`config.mk`:
```
export PLATFORM = sky130hd
export DESIGN_NAME = pc_fetch_sequencer
export DESIGN_NICKNAME = d
export VERILOG_FILES = /design/src/rtl/pc_fetch_sequencer.sv
export SDC_FILE = /design/constraint.sdc
export NUM_CORES = 1
export LEC_CHECK = 0
export CAP_MARGIN = 0
export CORE_UTILIZATION = 31
export CTS_BUF_LIST = sky130_fd_sc_hd__clkbuf_16
export CTS_CLUSTER_DIAMETER = 60
export DETAILED_ROUTE_END_ITERATION = 10
export PLACE_DENSITY = 0.7
export RECOVER_POWER = 100
export SLEW_MARGIN = 20
export SYNTH_ARGS = -nofsm -noshare
export SYNTH_HDL_FRONTEND = slang
export SYNTH_SLANG_ARGS = --single-unit
```
`constraint.sdc`:
```
create_clock -name clk -period 5.6 [get_ports clk]
set_input_delay 0.84 -clock clk [delete_from_list [all_inputs] [get_ports clk]]
set_output_delay 0.84 -clock clk [all_outputs]
set_load 0.01 [all_outputs]
```
`src/rtl/pc_fetch_sequencer.sv`:
```
`timescale 1ns/1ps
// ----------------------------------------------------------------------------
// pc_fetch_sequencer
//
// Owns the program counter and sequences instruction fetch over a req/ack
// handshake with instruction memory. Each instruction walks FETCH -> WAIT ->
// EXEC. The next PC is chosen on the cycle EXEC is left. Sources, in priority
// order, are jr > j > br_taken > pc+4. A redirect counts only when
// redirect_valid is high.
//
// Parameters
//   RESET_PC  PC loaded on reset
//   TRAP_PC   vector taken on a misaligned jr target (align check build only)
//   MAX_WAIT  WAIT cycles without ack before the sticky timeout flag sets
//
// Ports
//   clk, rst            rising-edge clock, synchronous active-high reset
//   stall               hold pc/instr in EXEC, no new fetch
//   j, j_addr           pseudo-direct jump {pc+4[31:28], j_addr, 2'b00}
//   jr, jr_target       jump to register value
//   br_taken, br_offset branch to pc+4 + sign-extended word offset
//   redirect_valid      qualifies j / jr / br_taken
//   imem_req, imem_addr fetch request and address (= pc)
//   imem_ack, imem_rdata fetched word, honoured only in WAIT
//   pc, instr           PC and instruction held for decode
//   instr_valid         high while an instruction sits in EXEC
//   timeout             sticky: a fetch waited MAX_WAIT cycles or more
//   align_trap          (PC_ALIGN_CHECK_EN only) one-cycle pulse in the
//                       FETCH cycle after a misaligned next PC was trapped
//
// Build option
//   PC_ALIGN_CHECK_EN   defined: misaligned next PC loads TRAP_PC and pulses
//                       align_trap. Undefined: the low two bits are dropped.
// ----------------------------------------------------------------------------
module pc_fetch_sequencer #(
    parameter logic [31:0] RESET_PC = 32'h0000_0000,
    parameter logic [31:0] TRAP_PC  = 32'h0000_0080,
    parameter int unsigned MAX_WAIT = 15
) (
    input  logic        clk,
    input  logic        rst,
    input  logic        stall,
    input  logic        j,
    input  logic [25:0] j_addr,
    input  logic        jr,
    input  logic [31:0] jr_target,
    input  logic        br_taken,
    input  logic [15:0] br_offset,
    input  logic        redirect_valid,
    output logic        imem_req,
    output logic [31:0] imem_addr,
    input  logic        imem_ack,
    input  logic [31:0] imem_rdata,
    output logic [31:0] pc,
    output logic [31:0] instr,
    output logic        instr_valid,
    output logic        timeout
`ifdef PC_ALIGN_CHECK_EN
    ,
    output logic        align_trap
`endif
);

    typedef enum logic [1:0] {
        S_FETCH = 2'd0,
        S_WAIT  = 2'd1,
        S_EXEC  = 2'd2
    } state_t;

    localparam logic [3:0] WAIT_LIMIT = 4'(MAX_WAIT);

    state_t      state;
    state_t      state_n;
    logic [3:0]  wait_cnt;
    logic        leave_exec;
    logic [31:0] pc_plus4;
    logic [31:0] j_target;
    logic [31:0] br_target;
    logic [31:0] sel_pc;
    logic [31:0] next_pc;
`ifdef PC_ALIGN_CHECK_EN
    logic        misaligned;
`endif

    assign imem_addr  = pc;
    assign leave_exec = (state == S_EXEC) && !stall;

    // Next-PC selection. Every add is 32-bit, so wrap-around is natural.
    always_comb begin
        // NOTE: every always_comb output gets a default first, so no path
        // leaves a variable unassigned and no latch is inferred.
        pc_plus4  = pc + 32'd4;
        j_target  = {pc_plus4[31:28], j_addr, 2'b00};
        br_target = pc_plus4 + {{14{br_offset[15]}}, br_offset, 2'b00};
        sel_pc    = pc_plus4;
        if (redirect_valid) begin
            if (jr) begin
                sel_pc = jr_target;
            end else if (j) begin
                sel_pc = j_target;
            end else if (br_taken) begin
                sel_pc = br_target;
            end
        end
`ifdef PC_ALIGN_CHECK_EN
        // Only jr can produce non-zero low bits.
        misaligned = (sel_pc[1:0] != 2'b00);
        next_pc    = misaligned ? TRAP_PC : sel_pc;
`else
        next_pc    = sel_pc & ~32'h3;
`endif
    end

    always_comb begin
        state_n = state;
        case (state)
            S_FETCH: state_n = S_WAIT;
            S_WAIT:  if (imem_ack) state_n = S_EXEC;
            S_EXEC:  if (!stall) state_n = S_FETCH;
            default: state_n = S_FETCH;
        endcase
    end

    always_ff @(posedge clk) begin
        // NOTE: sequential state uses non-blocking assignments only, so every
        // flop samples pre-edge values regardless of statement order.
        if (rst) begin
            state       <= S_FETCH;
            pc          <= RESET_PC;
            instr       <= 32'h0;
            instr_valid <= 1'b0;
            imem_req    <= 1'b0;
            timeout     <= 1'b0;
            wait_cnt    <= 4'd0;
`ifdef PC_ALIGN_CHECK_EN
            align_trap  <= 1'b0;
`endif
        end else begin
            state <= state_n;
            // Registered request. It is high for every FETCH/WAIT cycle
            // except the first FETCH after reset.
            imem_req <= (state_n != S_EXEC);

            if (state == S_WAIT) begin
                if (imem_ack) begin
                    instr       <= imem_rdata;
                    instr_valid <= 1'b1;
                end else begin
                    // Saturate so a very long wait cannot wrap the counter.
                    if (wait_cnt != WAIT_LIMIT) begin
                        wait_cnt <= wait_cnt + 4'd1;
                    end
                    if (wait_cnt >= WAIT_LIMIT - 4'd1) begin
                        timeout <= 1'b1;
                    end
                end
            end

            if (leave_exec) begin
                pc          <= next_pc;
                instr_valid <= 1'b0;
                wait_cnt    <= 4'd0;
            end

`ifdef PC_ALIGN_CHECK_EN
            align_trap <= leave_exec && misaligned;
`endif
        end
    end

endmodule
```
* After elaboration in Yosys (flattened, before gate mapping)
Cells that the tools add are included.
Operators by class: add/subtract/negate cells 3, order comparisons 1, equality and inequality tests 4, mux-type cells 7, bitwise operators 1, reduce and logical (&&, ||, !) cells 7
Operators with widths (number):
- two-way mux 32 bit | 4
- adder 32 x 3 -> 32 bit, second input constant | 1
- adder 32 bit | 1
- case mux 2 bit (3 select lines) | 1
- AND reduction 3 bit | 2
- adder 4 x 1 -> 4 bit, second input constant | 1
- greater-or-equal comparator 4 bit, second input constant | 1
- two-way mux 2 bit | 2
- inequality test 4 bit, second input constant | 1
- == test 2 x 1 -> 1 bit, second input constant | 1
- == test 2 bit, second input constant | 1
- zero test 2 bit | 1
- inequality test 2 bit, second input constant | 1
- AND reduction 2 bit | 1
- OR reduction 2 bit | 1
- logical AND 1 bit | 1
- zero test 1 bit | 1
- inverter 1 bit | 1
Word-level totals: register bits 71, bits of input ports 114, output and inout port bits 99, logic and storage cells 30

* Logic depth before layout (Yosys ltp)
word-level depth 6, depth in mapped cells 17, depth with buffers taken out 15

* Worst setup path after synthesis
Ideal clock, no wire load.
path kind register to register, start point reg pc[2], in the netlist imem_addr[2], end point reg pc[27], in the netlist imem_addr[27], library setup time 0.079 ns, arrival 3.545 ns, data required time 5.521 ns, slack 1.976 ns, cell stages (with the launch flop) 16, path buffers 0, period minus slack after synthesis 3.624 ns, cells stage by stage dfxtp_1 ha_1 inv_1 or4_4 nor2_1 xnor2_1 inv_1 ha_1 and3_1 nand2_1 or3_1 a211oi_1 or3_1 o21ai_0 a221o_1 a211oi_2
Between the ends: cells in the longest elaborated chain, start to end 6
Ends and longest elaborated chain:
- from (decl) | line 54 | output logic [31:0] pc,
- from (signal assigned) | line 160 | pc <= next_pc;
- adder 32 x 3 -> 32 bit * | line 92 | pc_plus4 = pc + 32'd4;
- adder 32 bit | line 94 | br_target = pc_plus4 + {{14{br_offset[15]}}, br_offset, 2'b00};
- two-way mux 32 bit | line 101 | end else if (br_taken) begin
- two-way mux 32 bit | line 99 | end else if (j) begin
- two-way mux 32 bit | line 97 | if (jr) begin
- two-way mux 32 bit * | line 96 | if (redirect_valid) begin
Every way passes the cells marked *; elsewhere a longest branch is shown, timed or not. A chain may end at the register's enable or synchronous reset.

* Worst setup path in the final report
start point reg pc[8], in the netlist imem_addr[8], end point reg pc[27], in the netlist imem_addr[27]
Same word-level chain as after synthesis.

==> summary.md <==
| Metric | Value |
|---|---|
| Status | complete, but fails checks |
| Failing checks | capacitance limit, slew limit |
| Final Cycle Share | between 80% and 90% |
| First-pass GRT wire length | about 34000 um |
| Post-CTS Resized | 0 |
| Crit path capture type | register |
| Mapped Area | between 0.006 and 0.007 sq mm |
| Setup WS pre-CTS | 1.16 ns |
| Async SR Flop Fraction | 0% |
| Clock latency at the later pin of the worst-skew pair | between 0.3 and 0.4 ns |
| Max Transition Viols Final | 70 |
| Final hold vios | 0 |
| Clock sinks | 71 |
| Cell count after synthesis | 827 |
| Worst r2r src | imem_addr[8] |
| CP arrival | 5.11 ns |
| Top_reg_cell synth | dfxtp_1 |
| Total core area | between 0.015 and 0.02 sq mm |
| Register area share after synthesis | 23.2% |
| CP max FO | 9 |
| Die height | between 100 and 150 um |
| Syn avg cell area | approximately 7.4 sq um |
| Synth warn | 0 |
| Clock-pin transition on the worst setup and hold timing paths | 0.06 ns |
| Leakage power total | about 3.5 nW |
| Starting DRT DRC Count | slightly below 600 |
| CTS buffer count | 9 |
| Gr ovfl total | 0 |
| PD cells | 189 mW/mm^2 |
| Share of the synthesized area in the top cell type | between 20% and 30% |
| Die Footprint | between 0.02 and 0.025 sq mm |
| Critical path's largest stage delay | just under 0.8 ns |
| HP Start | instr[19] |
| Global route hottest layer | met2 |
| Critical Path Start Type | register |
| Achievable Freq | about 0.20 GHz |
| Area growth syn-to-layout | 37.5% |
| PortBufs | 206 |
| Unrepaired setup endpoints after global routing | no |
| Post-CTS Setup Repair Bufs | 0 |
| Detail Placement HPWL | around 17000 um |
| Vias/cell | around 5.5 |
| Setup Total Neg Slack | 0 ns |
| WL per Instance | roughly 18 um |
| Met3 Usage GRT | 5.08% |
| Initial Util | a little under a third |
| Hold-fix buffers at CTS | 0 |
| CP max stage cell | nor4_1 |
| Rel. slew slack | -31.1% |
| Worst EP required | a little under 6 ns |
| CTS tree | built |
| Max VDD drop | around 140 uV |
| Clock skew | about 0.0056 ns |
| Row Count | 51 |
| Post-route cell area | 0.00841 sq mm |
| Nets | about 1100 |
| Worst Tran Pin Value | 1.97 ns |
| # diodes | 0 |
| Max-Cap Viols | 2 |
| Worst setup margin | between 0.7 and 0.8 ns |
| First-pass iteration count of the detailed router | 5 |
| Post-route ant nets | 0 |
| Worst setup startpoint | imem_addr[8] |
| Via Count | 6831 |
| Post-Route WL | ~23000 um |
| Top post-synthesis cells by area | dfxtp_1 23%, nand2_1 8.2%, ha_1 8.0%, a21oi_1 6.6%, xnor2_1 4.6% |
| DRC | 0 |
| Pin count of the biggest net entering global routing | 41 |
| Vias in the first global route | roughly 6300 |
| CP cell instances | nand4_1 -> nor4_1 -> and2_0 -> nand2_1 -> xnor2_1 -> ha_1 -> nand4_1 -> or3_1 -> a211oi_1 -> or3_1 -> o21ai_0 -> a221o_1 -> a211oi_1 |
| Placer Congestion | 0.941 |
| Yosys reg bits | between 70 and 80 |
| Die span in x | 142 um |
| Yosys cell types | 82 |
| Share of cells above drive strength 1 | slightly below 4% |
| Root Buffer | clkbuf_16 |
| Final setup violation count | 0 |
| Area post-placement | 0.00810 sq mm |
| Initial antenna violation count | 0 |
| Hold Path Class | reg2reg |
| H-Tree Depth | 3 |
| Fin crit period | about 4.9 ns |
| EDFF count, synth | 0 |
| Worst Path Class, Setup | reg2reg |
| Longest Clk Path Bufs | 2 |
| Largest area contributor in the netlist | dfxtp_1 |
| Tot GR Track Use | a little over a fifth |
| I/O pins | ~210 |
| Met2 GRT Util | between 30% and 40% |
| R2r setup slk | 0.72 ns |
| Total power | approximately 1.6 mW |
| M1 GR Usage | about 28% |
## layout by cell type (no fill, tap or decap), types with 4 or more instances in the layout
cell	synthesis	routed
or3_1	10	10
xor2_1	16	16
clkdlybuf4s50_1	0	108
conb_1	1	4
a22oi_1	5	5
nor2_1	53	53
nor3_1	14	14
dlygate4sd3_1	0	97
nand3_1	23	23
a31oi_1	17	17
a21oi_1	81	81
a221oi_1	11	11
clkbuf_16	0	9
bufinv_16	0	4
nand4_1	17	18
o21ai_0	43	43
a311oi_1	4	4
o211ai_1	5	5
a32oi_1	4	4
and3_1	11	11
o31ai_1	7	7
a211oi_1	16	17
o22ai_1	5	5
o21bai_1	5	5
buf_4	36	7
nand2_1	133	133
a221o_1	6	6
clkbuf_1	35	4
a21o_1	12	12
xnor2_1	32	32
nand2b_1	6	6
mux2i_1	4	4
dfxtp_1	71	71
ha_1	39	39
inv_1	21	21
## state kept, by name, summed over array words and instances (netlist names)
name	count
imem_addr	30
imem_req	1
instr	32
instr_valid	1
state	2
timeout	1
wait_cnt	4
## cell usage after synthesis, types with 4 or more instances
cell type,instances
nand2_1,133
a21oi_1,81
dfxtp_1,71
nor2_1,53
o21ai_0,43
ha_1,39
buf_4,36
clkbuf_1,35
xnor2_1,32
nand3_1,23
inv_1,21
a31oi_1,17
nand4_1,17
a211oi_1,16
xor2_1,16
nor3_1,14
a21o_1,12
a221oi_1,11
and3_1,11
or3_1,10
o31ai_1,7
a221o_1,6
nand2b_1,6
a22oi_1,5
buf_2,5
o211ai_1,5
o21bai_1,5
o22ai_1,5
a311oi_1,4
a32oi_1,4
buf_6,4
mux2i_1,4
## critical path: cells and delay by family (launching register included)
kind,cells,cell delay [ns]
fa+ha+maj,1,0.29
xor+xnor,1,0.46
flops,1,0.56
compound gates,4,1.07
simple gates,7,2.38
## layer usage
metal	routed length [um]	part of all wire, %
met5	0	0
met4	765	3.3
met3	2230	9.8
met2	10200	45
met1	9600	42
## cell families after synthesis
logic type	share of synthesized area [%]
buf+inv	9.49
other cells	0.0613
compound gates	28.4
fa+ha+maj	8.31
simple gates	22.7
xor+xnor	7.14
mux	0.655
flops	23.2
## power breakdown
part | switching, mW | leakage (nW) | internal (mW) | total [mW]
Sequential | 0.0167 | 0.577 | 0.524 | 0.541
Combinational | 0.181 | 2.78 | 0.166 | 0.347
Clock | 0.222 | 0.175 | 0.478 | 0.700
## metrics by stage
stage / hold WS (ns) / util [%] / cells
finish: 0.448 / 43.3 / 1241
global route: 0.465 / 43.3 / 1241
CTS: 0.455 / 43.6 / 1241
detailed placement: 0.446 / 41.7 / 1226
global placement: 0.442 / 41.7 / 1226
floorplan: 0.462 / - / 830
## path summary, 6_finish.rpt
check	to	cells past startpoint
hold / removal	instr[19]	2
setup reg to reg	imem_addr[27]	13
hold reg to reg	instr[19]	2
setup / recovery	imem_addr[27]	13
## area by class of cell
cell class / instances / area [sq um]
Inverter: 22 / 82.6
Clock buffer: 9 / 225
Timing Repair Buffer: 216 / 2120
Clock inverter: 6 / 134
Sequential cell: 71 / 1420
Tap cell: 265 / 332
Multi-Input combinational cell: 652 / 4090
Fill cell: 1966 / 11000
(Power assumes the default switching activity.)
